`src/rtl/ram_port_arbiter.sv`:
```
// Two-requester arbiter for the single port of a 64x8 synchronous RAM.
// After every reset it walks all 64 addresses writing 0x00 before granting anything.
module ram_port_arbiter (
   input  logic       clk,
   input  logic       rst,
   input  logic       a_valid,
   input  logic       a_we,
   input  logic [5:0] a_addr,
   input  logic [7:0] a_wdata,
   output logic       a_ready,
   output logic       a_rsp_valid,
   output logic [7:0] a_rsp_data,
   input  logic       b_valid,
   input  logic       b_we,
   input  logic [5:0] b_addr,
   input  logic [7:0] b_wdata,
   output logic       b_ready,
   output logic       b_rsp_valid,
   output logic [7:0] b_rsp_data,
   output logic       ram_we,
   output logic [5:0] ram_waddr,
   output logic [5:0] ram_raddr,
   output logic [7:0] ram_din,
   input  logic [7:0] ram_dout,
   output logic       init_done
);

   typedef enum logic {INIT, RUN} state_t;

   state_t     state, state_next;
   logic [5:0] clr_cnt, clr_cnt_next;
   logic       prio, prio_next;
   logic       rd_pend, rd_accept;
   logic       rd_owner, rd_owner_next;
   logic [5:0] waddr_q, raddr_q;
   logic [7:0] din_q;
   logic       run;
   logic       grant_a, grant_b;
   logic       sel_we;
   logic [5:0] sel_addr;
   logic [7:0] sel_wdata;

   // Reset wins over everything in its own cycle, so no grant is issued while rst is high.
   assign run       = (state == RUN) && !rst;
   assign grant_a   = run && a_valid && (!b_valid || !prio);
   assign grant_b   = run && b_valid && (!a_valid ||  prio);
   assign sel_we    = grant_a ? a_we    : b_we;
   assign sel_addr  = grant_a ? a_addr  : b_addr;
   assign sel_wdata = grant_a ? a_wdata : b_wdata;

   assign a_ready   = grant_a;
   assign b_ready   = grant_b;
   assign init_done = (state == RUN) && !rst;

   // A pending response is suppressed in the reset cycle itself.
   assign a_rsp_valid = rd_pend && !rd_owner && !rst;
   assign b_rsp_valid = rd_pend &&  rd_owner && !rst;
   assign a_rsp_data  = a_rsp_valid ? ram_dout : 8'h00;
   assign b_rsp_data  = b_rsp_valid ? ram_dout : 8'h00;

   // Next-state, RAM port drive and arbitration bookkeeping; idle RAM addresses/data hold.
   always_comb begin
      state_next    = state;
      clr_cnt_next  = clr_cnt;
      prio_next     = prio;
      rd_accept     = 1'b0;
      rd_owner_next = rd_owner;
      ram_we        = 1'b0;
      ram_waddr     = waddr_q;
      ram_raddr     = raddr_q;
      ram_din       = din_q;
      case (state)
         INIT: begin
            ram_we       = 1'b1;
            ram_waddr    = clr_cnt;
            ram_din      = 8'h00;
            clr_cnt_next = clr_cnt + 6'd1;
            if (clr_cnt == 6'd63) begin
               state_next = RUN;
            end
         end
         RUN: begin
            if (grant_a || grant_b) begin
               prio_next = grant_a;
               if (sel_we) begin
                  ram_we    = 1'b1;
                  ram_waddr = sel_addr;
                  ram_din   = sel_wdata;
               end else begin
                  ram_raddr     = sel_addr;
                  rd_accept     = 1'b1;
                  rd_owner_next = grant_b;
               end
            end
         end
         default: begin
            state_next = INIT;
         end
      endcase
   end

   // State register; the last driven RAM address/data are kept for idle cycles.
   always_ff @(posedge clk) begin
      if (rst) begin
         state    <= INIT;
         clr_cnt  <= 6'd0;
         prio     <= 1'b0;
         rd_pend  <= 1'b0;
         rd_owner <= 1'b0;
         waddr_q  <= 6'd0;
         raddr_q  <= 6'd0;
         din_q    <= 8'h00;
      end else begin
         state    <= state_next;
         clr_cnt  <= clr_cnt_next;
         prio     <= prio_next;
         rd_pend  <= rd_accept;
         rd_owner <= rd_owner_next;
         waddr_q  <= ram_waddr;
         raddr_q  <= ram_raddr;
         din_q    <= ram_din;
      end
   end

endmodule
```
`config.mk`:
```
export PLATFORM = sky130hd
export DESIGN_NAME = ram_port_arbiter
export DESIGN_NICKNAME = d
export VERILOG_FILES = /design/src/rtl/ram_port_arbiter.sv
export SDC_FILE = /design/constraint.sdc
export NUM_CORES = 1
export LEC_CHECK = 0
export ABC_AREA = 1
export CORE_MARGIN = 5
export CORE_UTILIZATION = 44
export CTS_CLUSTER_DIAMETER = 60
export DETAILED_ROUTE_END_ITERATION = 10
export PLACE_DENSITY = 0.93
export SLEW_MARGIN = 30
export SYNTH_ARGS = -nofsm -noshare
export SYNTH_HDL_FRONTEND = slang
export SYNTH_SLANG_ARGS = --single-unit
```
`constraint.sdc`:
```
create_clock -name clk -period 3.25 [get_ports clk]
set_input_delay 0.65 -clock clk [delete_from_list [all_inputs] [get_ports clk]]
set_output_delay 0.65 -clock clk [all_outputs]
set_load 0.005 [all_outputs]
```
# Word level (Yosys, flattened, before mapping)
# Index checks and enable logic that the tools add are counted.
[totals]
regBits = 30
latch_bits = 0
mem_bits_rw = 0
mem_bits_ro = 0
word_cells = 53
mem_count = 0
[op_classes]
add_sub_neg = 1
multipliers = 0
div = 0
n_lt_le_gt_ge = 0
n_eq_ne = 1
shifts = 0
n_mux = 20
n_bitwise = 3
n_reduce_logical = 20
[op_table]
columns = ["operator", "n"]
rows = [
  ["$mux W8", 5],
  ["$mux W6", 6],
  ["$pmux W8 S2", 1],
  ["$pmux W6 S2", 1],
  ["$logic_and A1 B1 Y1", 9],
  ["$add A6 B1 Y6 const B", 1],
  ["$eq A6 B6 Y1 const B", 1],
  ["$mux W1", 6],
  ["$logic_not A1 Y1", 5],
  ["$logic_or A1 B1 Y1", 3],
  ["$not A1 Y1", 3],
  ["$reduce_and A3 Y1", 1],
  ["$reduce_or A3 Y1", 1],
  ["$pmux W1 S2", 1],
  ["$reduce_and A2 Y1", 1],
]

# Logic depth before layout (Yosys ltp)
[logic_depth]
depth_word = 8
depth_mapped = 9
depth_no_buf = 8

# Worst setup path after synthesis
# No wires, ideal clock.
[synth_path]
path_kind = "input to output"
from = "input a_valid"
to = "output ram_raddr[2]"
arrival_time_ns = 1.691
t_required_ns = 2.600
path_slack_ns = 0.909
stages = 9
cell_sequence = "buf_2 nand2_1 nor2_1 nand2_1 nand3_2 buf_2 nand2_1 o21ai_1 inv_1"
[synth_between]
elab_chain_len = 6
word_cells_on_any_way = 11
classes_between = "mux (5); reduce/logical (6)"
[synth_lines]
columns = ["element", "line_no", "source"]
rows = [
  ["start: declaration", "6", "input logic a_valid,"],
  ["$logic_and A1 B1 Y1 / $logic_not A1 Y1 (equally long branches)", "45, 46", ""],
  ["$logic_and A1 B1 Y1 / $logic_or A1 B1 Y1 (equally long branches)", "45, 46", ""],
  ["$mux W6 (tied with other cells)", "48", "assign sel_addr = grant_a ? a_addr : b_addr;"],
  ["$mux W6 / $logic_or A1 B1 Y1 (equally long branches)", "85, 83", ""],
  ["$mux W6 *", "83", "if (grant_a || grant_b) begin"],
  ["$mux W6 *", "72", "case (state)"],
  ["end: declaration", "22", "output logic [5:0] ram_raddr,"],
]
# Every way passes the cells marked *; elsewhere a longest branch is shown, timed or not.

# Worst setup path in the final report
[layout_path]
from = "input b_valid"
to = "output ram_raddr[5]"
[layout_between]
elab_chain_len = 7
word_cells_on_any_way = 11
classes_between = "mux (5); reduce/logical (6)"
[layout_lines]
columns = ["element", "line_no", "source"]
rows = [
  ["start: declaration", "13", "input logic b_valid,"],
  ["$logic_not A1 Y1", "45", "assign grant_a = run && a_valid && (!b_valid || !prio);"],
  ["$logic_or A1 B1 Y1", "45", ""],
  ["$logic_and A1 B1 Y1", "45", ""],
  ["$mux W6 / $mux W1 (equally long branches)", "48, 47", ""],
  ["$mux W6", "85", "if (sel_we) begin"],
  ["$mux W6 *", "83", ""],
  ["$mux W6 *", "72", ""],
]
# Marks and branches as above.

==> flow_summary.toml <==
[grt]
gr-total-overflow = 0
grt_start_max_net_pins = 24
grt_pass1_wl_mm = 8.797
grt_pass1_vias = 2003
grt_use_total_pct = 21.05
antenna_found_initial = 0

[die]
initial_core_util_pct = 44.90
die_h_microns = 73.66
die_x_microns = 73.66
die_area_sq_um = 5425
rows = 23
num_io_pins = 84
core-area_sq_um = 3971

[clock_network]
cts.sinks = 30
clk_pin_slew_ps = 60
cts_buffers = 5
clk_path_buf_depth = 2
insertion_delay_ps = 290
cts_tree = "done"
h-tree-depth = 2
root_buffer = "clkbuf_8"

[timing]
clock_skew_ps = 4.851
setup_viol = 0
worst_pin_slew_ps = 377.9
finalCriticalPeriod_ps = 3121
hold_viol = 0
whs_ps = 487.1
finalCritPeriodShare_pct = 96.02
final.setup.worst_slack_ps = 129.2
setup_tns_ps = 0
max_clock_freq_ghz = 0.3204
finalMaxSlewViolations = 0
grt_setup_unrepaired = "false"
slew_headroom_pct = 74.77

[placed_design]
place.gp.congestion = 0.8129
dpl_cell_area_sq_um = 2801
port_buffers = 83
dp.cells = 438
pre_cts_ws_ps = -78.80
dp_hpwl_mm = 4.353

[synth]
muxShareOfSynthArea_pct = 0
synth_most_common_cell = "inv_1"
syn_area_per_cell_sq_um = 6.106
synth-adder-area-share_pct = 0.7018
async_flop_share_pct = 0
syn-num-nets = 335
synth_cells = 292
synth-xor-area-share_pct = 0
synth_top_area_cell = "dfxtp_1"
ys_warn_count = 0
synth_top_family_by_area = "simple AND/OR/NAND/NOR gates"
synthesis.area_sq_um = 1783
netlist_top_cells_area = "dfxtp_1 34%, inv_1 15%, nand2_1 14%"
ys_ff_latch = 30
ys.flop_type = "dfxtp_1"
synth_cell_types = 22
synth_common_cells = "69 x inv_1, 68 x nand2_1, 36 x nor2_1"
yosys.area_share.simple_pct = 33.61
synth_compound_area_share_pct = 14.18
yosysSeqAreaShare_pct = 33.68
synth_top_area_share_pct = 33.68
synth_edf_count = 0

[finish]
fillers = 308
drive_gt1_share_pct = 12.06
fin_nets = 440
antenna_cells = 0
final_cell_count_no_fill = 448
utilization_pct = 73.98
postLayoutCellArea_sq_um = 2938
area_growth_pct = 64.77

[critical_path]
slowest_stage = "clkdlybuf4s50_1"
cp_common_cell = "nand2_1"
cp_slowest_stage_delay_ps = 510
startpoint = "b_valid"
path_cells = "dlygate4sd2_1, nand2_2, buf_4, nand3_4, nand2_1, nand3_2, nand2_1, o21ai_1, inv_1, clkdlybuf4s50_1"
timing.rr.end = "din_q[0]$_SDFF_PP0_"
r2r_cells = 11
crit_type = "primary input to output pin"
cp-start-kind = "primary input"
crit_required_ps = 2600
worstPathMaxFanout = 13
critPathCaptureType = "output pin"
worstSetupEndpoint = "ram_raddr[5]"
crit_arrival_ps = 2470
r2r_slack_ps = 1290
r2r-start = "state$_SDFF_PP0_"

[detailed_routing]
wirelength_mm = 5.669
vias = 2132
routedWlPerCell_microns = 12.65
drt_iter0_drc = 101
drt.antenna.violating_nets = 0
drtPass1Iterations = 4
routed_via_density = 4.759
drc = 0

[run]
cap_violations = 0

[run_status]
status = "completed"

[hold_path]
hold_class = "flip-flop to flip-flop"

[power_and_ir_drop]
power_mw = 0.7988
powerDensity_nw_per_um2 = 271.9
ir_drop_mv = 0.2240
total_leakage_power_nw = 1.475
## layer usage
layer / vias to the layer above / wire (microns) / track usage [%]
li1: 1096 / - / -
met1: 933 / 2067 / 21.23
met2: 88 / 2928 / 39.37
met3: 15 / 523 / 5.335
met4: 0 / 150 / 10.46
met5: - / 0 / 0
## worst min-delay path by stage
| stage | startpoint | end | slack [ps] | depth (start not counted) |
|---|---|---|---|---|
| final | rd_owner$_SDFFE_PP0P_ | rd_owner$_SDFFE_PP0P_ | 490 | 2 |
| after global routing | rd_owner$_SDFFE_PP0P_ | rd_owner$_SDFFE_PP0P_ | 500 | 2 |
| after CTS | rd_owner$_SDFFE_PP0P_ | rd_owner$_SDFFE_PP0P_ | 480 | 2 |
| after detailed placement | rd_owner$_SDFFE_PP0P_ | rd_owner$_SDFFE_PP0P_ | 480 | 2 |
| after global placement | rd_owner$_SDFFE_PP0P_ | rd_owner$_SDFFE_PP0P_ | 470 | 2 |
| after floorplan | rd_owner$_SDFFE_PP0P_ | rd_owner$_SDFFE_PP0P_ | 460 | 2 |
## layout make-up
type	instances	area [sq um]	area share, %
repair buffers	109	1026	34.92
multi-input cells	181	889.6	30.28
flip-flops and latches	30	601.8	20.49
inverters	70	262.8	8.944
clock buffers	6	82.58	2.811
well taps	50	62.56	2.129
clock inverters	2	12.51	0.4259
## worst max-delay path, delay by kind of cell
kind,cells,cell delay [ps]
buffers and inverters,4,1040
and+or+nand+nor,5,690
AOI/OAI and AO/OA,1,90
## placed cells by master, fill, tap and decap left out, drive strengths merged
cell           synthesis  layout
clkinvlp               0       1
nor3                   4       4
nand3                 16      16
clkbuf                 5       6
clkinv                 0       1
clkdlybuf4s50          0      77
a21oi                 19      19
dlygate4sd2            0       5
nand4                  6       6
dfxtp                 30      30
buf                    6      26
ha                     1       1
o21bai                 6       6
inv                   70      70
nor2                  37      37
dlymetal6s2s           0       1
nand2                 71      71
o21ai                 18      18
o31ai                  3       3
## logic make-up after synthesis
| logic type | count (synthesis) |
|---|---|
| simple gates | 134 |
| fa+ha+maj | 1 |
| buf+inv | 81 |
| compound gates | 46 |
| flops | 30 |
## where the power goes
group,internal [mW],leakage [nW],switching (mW)
Clock,0.170,0.0472,0.142
Combinational,0.0660,1.18,0.0441
Sequential,0.373,0.243,0.00383
Total,0.609,1.47,0.190
## registers in the layout, summed over array words and instances, names as in the netlist
name,cells
waddr_q,6
state,1
din_q,8
raddr_q,6
rd_owner,1
prio,1
clr_cnt,6
rd_pend,1
## repair_timing
item / CTS / global route
endpoints found under the setup margin: 19 / 17
hold endpoints to repair: 0 / 0
buffers inserted: 2 / 0
gates resized for setup: 11 / 3
hold buffers: 0 / 0
pin swaps: 0 / 0
Note: power is estimated with default switching activity, not from simulation.
